<file path="config.mk">
export PLATFORM = sky130hd
export DESIGN_NAME = pe_config_sequencer
export DESIGN_NICKNAME = d
export VERILOG_FILES = /design/src/rtl/pe_config_sequencer.sv
export SDC_FILE = /design/constraint.sdc
export NUM_CORES = 1
export LEC_CHECK = 0
export CORE_ASPECT_RATIO = 0.6
export CORE_UTILIZATION = 54
export CTS_BUF_LIST = sky130_fd_sc_hd__clkbuf_4 sky130_fd_sc_hd__clkbuf_8
export CTS_CLUSTER_DIAMETER = 60
export DETAILED_ROUTE_END_ITERATION = 7
export PLACE_DENSITY_LB_ADDON = 0.15
export SLEW_MARGIN = 10
export SYNTH_ARGS = -nofsm -noshare
export SYNTH_HDL_FRONTEND = slang
export SYNTH_SLANG_ARGS = --single-unit
export TNS_END_PERCENT = 5
</file>
<file path="constraint.sdc">
create_clock -name clk -period 6 [get_ports clk]
set_clock_uncertainty 0.1 [all_clocks]
set_input_delay 1.5 -clock clk [delete_from_list [all_inputs] [get_ports clk]]
set_output_delay 1.5 -clock clk [all_outputs]
set_load 0.02 [all_outputs]
</file>
<file path="src/rtl/pe_config_sequencer.sv">
// PE-array configuration sequencer: clears the PE array, streams NUM_PE*num_ctx config words
// into the PEs (PE-major order) with one-hot init strobes, then drives the broadcast run strobe
// for num_ctx cycles per iteration, rewinding the PE run counters between iterations.
module pe_config_sequencer #(
  parameter int unsigned NUM_PE = 16,
  parameter int unsigned INST_W = 48,
  parameter int unsigned DEPTH  = 4,
  parameter int unsigned ITER_W = 16,
  localparam int unsigned CtxW  = $clog2(DEPTH + 1),
  localparam int unsigned PeW   = (NUM_PE > 1) ? $clog2(NUM_PE) : 1
) (
  input  logic              clk,
  input  logic              rst,
  input  logic              start_i,
  input  logic              abort_i,
  input  logic [CtxW-1:0]   num_ctx_i,
  input  logic [ITER_W-1:0] num_iter_i,
  input  logic              cfg_valid_i,
  output logic              cfg_ready_o,
  input  logic [INST_W-1:0] cfg_data_i,
  output logic [INST_W-1:0] pe_inst_o,
  output logic [NUM_PE-1:0] pe_init_o,
  output logic              pe_run_o,
  output logic              pe_rst_o,
  output logic              busy_o,
  output logic              done_o,
  output logic              err_o
);

  typedef enum logic [2:0] {StIdle, StClr, StLoad, StRun, StRwnd, StDone} state_e;

  state_e              state_q, state_d;
  logic [CtxW-1:0]     num_ctx_q, num_ctx_d;
  logic [ITER_W-1:0]   num_iter_q, num_iter_d;
  logic [PeW-1:0]      pe_idx_q, pe_idx_d;
  logic [CtxW-1:0]     ctx_idx_q, ctx_idx_d;
  logic [CtxW-1:0]     run_cnt_q, run_cnt_d;
  logic [ITER_W-1:0]   iter_cnt_q, iter_cnt_d;
  logic [INST_W-1:0]   pe_inst_q, pe_inst_d;
  logic [NUM_PE-1:0]   pe_init_q, pe_init_d;
  logic                pe_run_q, pe_run_d;
  logic                pe_rst_q, pe_rst_d;
  logic                busy_q, busy_d;
  logic                done_q, done_d;
  logic                err_q, err_d;

  logic                cfg_bad;
  logic [CtxW-1:0]     last_ctx;
  logic                more_iter;

  assign cfg_bad   = (num_ctx_i == '0) || (num_ctx_i > CtxW'(DEPTH)) || (num_iter_i == '0);
  assign last_ctx  = num_ctx_q - CtxW'(1);
  // Widened by one bit so iter_cnt+1 cannot overflow the compare.
  assign more_iter = ({1'b0, iter_cnt_q} + {{ITER_W{1'b0}}, 1'b1}) < {1'b0, num_iter_q};

  // Next-state and registered-output decode; abort overrides every other transition.
  always_comb begin
    state_d    = state_q;
    num_ctx_d  = num_ctx_q;
    num_iter_d = num_iter_q;
    pe_idx_d   = pe_idx_q;
    ctx_idx_d  = ctx_idx_q;
    run_cnt_d  = run_cnt_q;
    iter_cnt_d = iter_cnt_q;
    pe_inst_d  = pe_inst_q;
    pe_init_d  = '0;
    pe_run_d   = 1'b0;
    pe_rst_d   = 1'b0;
    busy_d     = busy_q;
    done_d     = 1'b0;
    err_d      = 1'b0;

    if (abort_i && (state_q != StIdle)) begin
      state_d  = StIdle;
      pe_rst_d = 1'b1;
      busy_d   = 1'b0;
    end else begin
      unique case (state_q)
        StIdle: begin
          busy_d = 1'b0;
          if (start_i) begin
            if (cfg_bad) begin
              err_d = 1'b1;
            end else begin
              num_ctx_d  = num_ctx_i;
              num_iter_d = num_iter_i;
              pe_idx_d   = '0;
              ctx_idx_d  = '0;
              run_cnt_d  = '0;
              iter_cnt_d = '0;
              busy_d     = 1'b1;
              state_d    = StClr;
            end
          end
        end
        StClr: begin
          pe_rst_d = 1'b1;
          state_d  = StLoad;
        end
        StLoad: begin
          if (cfg_valid_i) begin
            pe_inst_d = cfg_data_i;
            pe_init_d = NUM_PE'(1) << pe_idx_q;
            if (ctx_idx_q == last_ctx) begin
              ctx_idx_d = '0;
              if (pe_idx_q == PeW'(NUM_PE - 1)) begin
                state_d = StRun;
              end else begin
                pe_idx_d = pe_idx_q + PeW'(1);
              end
            end else begin
              ctx_idx_d = ctx_idx_q + CtxW'(1);
            end
          end
        end
        StRun: begin
          pe_run_d = 1'b1;
          if (run_cnt_q == last_ctx) begin
            run_cnt_d = '0;
            state_d   = more_iter ? StRwnd : StDone;
          end else begin
            run_cnt_d = run_cnt_q + CtxW'(1);
          end
        end
        StRwnd: begin
          // PE run counters do not wrap; rewind them before the next pass.
          pe_rst_d   = 1'b1;
          iter_cnt_d = iter_cnt_q + ITER_W'(1);
          state_d    = StRun;
        end
        StDone: begin
          // busy stays high through the done pulse and drops in IDLE.
          done_d  = 1'b1;
          state_d = StIdle;
        end
        default: state_d = StIdle;
      endcase
    end
  end

  // State and output registers with synchronous active-high reset.
  always_ff @(posedge clk) begin
    if (rst) begin
      state_q    <= StIdle;
      num_ctx_q  <= '0;
      num_iter_q <= '0;
      pe_idx_q   <= '0;
      ctx_idx_q  <= '0;
      run_cnt_q  <= '0;
      iter_cnt_q <= '0;
      pe_inst_q  <= '0;
      pe_init_q  <= '0;
      pe_run_q   <= 1'b0;
      pe_rst_q   <= 1'b0;
      busy_q     <= 1'b0;
      done_q     <= 1'b0;
      err_q      <= 1'b0;
    end else begin
      state_q    <= state_d;
      num_ctx_q  <= num_ctx_d;
      num_iter_q <= num_iter_d;
      pe_idx_q   <= pe_idx_d;
      ctx_idx_q  <= ctx_idx_d;
      run_cnt_q  <= run_cnt_d;
      iter_cnt_q <= iter_cnt_d;
      pe_inst_q  <= pe_inst_d;
      pe_init_q  <= pe_init_d;
      pe_run_q   <= pe_run_d;
      pe_rst_q   <= pe_rst_d;
      busy_q     <= busy_d;
      done_q     <= done_d;
      err_q      <= err_d;
    end
  end

  assign cfg_ready_o = (state_q == StLoad);
  assign pe_inst_o   = pe_inst_q;
  assign pe_init_o   = pe_init_q;
  assign pe_run_o    = pe_run_q;
  assign pe_rst_o    = pe_rst_q;
  assign busy_o      = busy_q;
  assign done_o      = done_q;
  assign err_o       = err_q;

endmodule

</file>
==> results.toml <==
[power_and_ir_drop]
seqPwrFrac_pct = 42.5
comb_power_share_pct = 13.8
p_sw_uw = 484
p_int_mw = 1.47
total_power_mw = 1.95
pwr_density_cell_nw_per_um2 = 274
swShare_pct = 24.8
p_leak_nw = 2.60
ir_worst_vdd_mv = 0.182
power_frac_clock_pct = 43.7

[clock_tree]
clockBufferDepth = 2
postCtsHoldBufs = 0
postCtsSetupRepairBufs = 0
cts_sinks = 117
cts_root_buf = "clkbuf_8"
cts_resized = 0
cts_tree = "yes"
cts_buffers = 17
cts.htree.levels = 4
insertion_delay_ns = 0.44
clkTransAtPathRegs_ns = 0.07

[die]
dieHeight_um = 78.2
die_area_um2 = 10100
rows = 27
start_util_pct = 56.2
num_io_pins = 142
coreArea_um2 = 9290
die_w_um = 129

[setup_path]
start_kind = "register"
cp.arrival_ns = 2.31
crit_fanout = 13
critical_path.startpoint = "state_q[1]$_SDFFE_PP0P_"
cp-end-kind = "output pin"
reg2regPathDepth = 11
r2r-start = "iter_cnt_q[0]$_SDFFE_PP0P_"
crit_required_ns = 4.40
r2r_slack_ns = 2.37
crit_type = "reg -> out"
endpoint = "cfg_ready_o"
crit-reg2reg-capture = "state_q[0]$_SDFFE_PP0P_"

[sta]
grt_setup_unrepaired = "false"
setup_viol = 0
max_slew_margin_pct = 29.7
tightest_slew_ns = 1.05
finalHoldViolCount = 0
slew_viol_final = 0
setup_tns_ns = 0
fmax_mhz = 256
period_share_pct = 65.1
timing.final.ws_setup_ns = 2.09
min_period_ns = 3.91

[global_routing]
grt.total_usage_pct = 28.5
grt_pass1_vias = 4682
grt_pass1_wl_um = 22200
antenna_found_initial = 0
gr-total-overflow = 0
grt_max_degree = 103

[routing]
dr.pass1.iters = 5
num_vias = 4962
drcViolationCount = 0
wl_per_cell_um = 14.8
ant_nets = 0
routed_wl_um = 13500
avgViaCountPerCell = 5.45
drtIter0Drc = 418

[yosys]
synth_cells = 643
async_reset_ff_share_pct = 0
syn-num-nets = 740
syn_area_um2 = 5220
synth_warnings = 0
yosysSeqAreaShare_pct = 44.9
ys_ff_latch = 117
ys_types = 57
synth_area_per_cell_um2 = 8.12
synth_edf_count = 0
synth_flop_cell = "dfxtp_1"

[finish]
post-route-util_pct = 76.7
areaGrowthSynthToFinish_pct = 36.5
drive_gt1_share_pct = 6.15
diodes = 0
stdcell_area_um2 = 7120
nNetsFinal = 864
fill_cells = 669

[place]
place_congestion = 0.836
place_hpwl_um = 9590
place.port_buffers = 141
post-place-ws_ns = 1.72
place_area_um2 = 6650

[flow_run]
drv_cap = 0

[min_path]
hp-class = "reg -> reg"

[outcome]
outcome = "complete, no violations"
-- flip-flops by register name, summed over array words and instances, names as in the netlist, 4 cells and up --
register    cells
pe_inst_o      48
num_iter_q     16
iter_cnt_q     16
pe_init_o      16
pe_idx_q        4
-- per-layer routing --
layer	up-vias	global-route usage (%)	wire length [um]
met4	0	8.35	155
met1	2333	36.7	5870
met3	17	12.0	1410
li1	2437	-	-
met5	-	0	0
met2	175	43.5	6050
-- power groups by stage --
| stage | Clock (mW) | Sequential (mW) | Combinational (mW) |
|---|---|---|---|
| global placement | 0 | 0.845 | 0.259 |
| CTS | 0.861 | 0.829 | 0.266 |
| detailed placement | 0 | 0.846 | 0.265 |
| floorplan | 0 | 0.849 | 0.155 |
| global route | 0.901 | 0.833 | 0.296 |
| finish | 0.852 | 0.830 | 0.268 |
-- through the flow --
step | hold slack [ns] | std cells
floorplan | 0.334 | 643
global placement | 0.342 | 878
detailed placement | 0.347 | 878
CTS | 0.356 | 910
global route | 0.375 | 910
finish | 0.353 | 910
-- synthesized netlist by cell type, types with 2 or more instances --
| library cell | n | area, um^2 |
|---|---|---|
| nor3_1 | 11 | 55.1 |
| a311oi_1 | 5 | 43.8 |
| mux2i_1 | 2 | 20.0 |
| a2111oi_0 | 2 | 17.5 |
| nor4b_1 | 2 | 17.5 |
| nand2_1 | 168 | 631 |
| a21o_1 | 5 | 37.5 |
| buf_2 | 14 | 70.1 |
| and3_1 | 5 | 31.3 |
| xnor2_1 | 11 | 96.3 |
| nand4_1 | 7 | 43.8 |
| o21ai_0 | 12 | 60.1 |
| a221oi_1 | 2 | 17.5 |
| a31oi_1 | 2 | 12.5 |
| nor2b_1 | 5 | 31.3 |
| and2_1 | 2 | 12.5 |
| nor3_2 | 3 | 30.0 |
| nand3_1 | 16 | 80.1 |
| a21oi_1 | 89 | 445 |
| xor2_1 | 9 | 78.8 |
| a32o_1 | 2 | 20.0 |
| nor4_1 | 7 | 43.8 |
| dfxtp_1 | 117 | 2340 |
| ha_1 | 25 | 313 |
| a211oi_1 | 5 | 37.5 |
| o211a_1 | 2 | 20.0 |
| nor2_1 | 30 | 113 |
| clkbuf_1 | 24 | 90.1 |
| a21boi_1 | 2 | 15.0 |
| or3_1 | 4 | 25.0 |
| inv_1 | 25 | 93.8 |
| and4_1 | 3 | 26.3 |
-- worst min-delay path by stage --
stage | startpoint | to | cells after the start
finish | pe_inst_o[10]$_SDFFE_PP0P_ | pe_inst_o[10]$_SDFFE_PP0P_ | 2
global route | num_iter_q[13]$_SDFFE_PP0P_ | num_iter_q[13]$_SDFFE_PP0P_ | 2
CTS | pe_inst_o[2]$_SDFFE_PP0P_ | pe_inst_o[2]$_SDFFE_PP0P_ | 2
detailed placement | pe_inst_o[44]$_SDFFE_PP0P_ | pe_inst_o[44]$_SDFFE_PP0P_ | 2
global placement | pe_inst_o[45]$_SDFFE_PP0P_ | pe_inst_o[45]$_SDFFE_PP0P_ | 2
floorplan | num_iter_q[0]$_SDFFE_PP0P_ | num_iter_q[0]$_SDFFE_PP0P_ | 2
-- layout make-up --
| class | instances | area [um^2] | share of cell area [%] |
|---|---|---|---|
| clock buffer | 23 | 298 | 4.18 |
| clock inverter | 9 | 173 | 2.42 |
| inverter | 26 | 97.6 | 1.37 |
| multi-input combinational | 462 | 2630 | 36.9 |
| sequential | 117 | 2340 | 32.9 |
| tap | 130 | 163 | 2.28 |
| timing repair buffer | 143 | 1420 | 20.0 |
-- critical path, stage by stage, from the launching register on --
cell and delay, ns:
dfxtp_1 0.61, nor3b_2 0.54, clkdlybuf4s50_1 0.72
-- kinds of logic (layout without fill, tap and decap cells) --
kind of cell	count (synthesis)	in the layout	synth area share, %
AND/OR/NAND/NOR	273	273	23.5
AO/OA/AOI/OAI	139	139	16.0
flip-flops	117	117	44.9
buffers and inverters	64	201	4.94
adder cells (fa/ha/maj)	25	25	5.99
XOR/XNOR	22	22	4.12
multiplexers	3	3	0.599
-- cells in the final DEF (no fill, tap or decap), types with 5 or more instances in the layout --
| cell type | n |
|---|---|
| xor2_1 | 9 |
| a21oi_1 | 89 |
| ha_1 | 25 |
| a311oi_1 | 5 |
| bufinv_16 | 5 |
| a21o_1 | 5 |
| a211oi_1 | 5 |
| nand3_1 | 15 |
| nand4_1 | 7 |
| xnor2_1 | 11 |
| nor2b_1 | 5 |
| nor2_1 | 30 |
| nor3_1 | 11 |
| nor4_1 | 7 |
| dfxtp_1 | 117 |
| inv_1 | 25 |
| clkdlybuf4s50_1 | 140 |
| o21ai_0 | 12 |
| nand2_1 | 168 |
| clkbuf_8 | 20 |
Note: power is estimated with default switching activity, not from simulation.
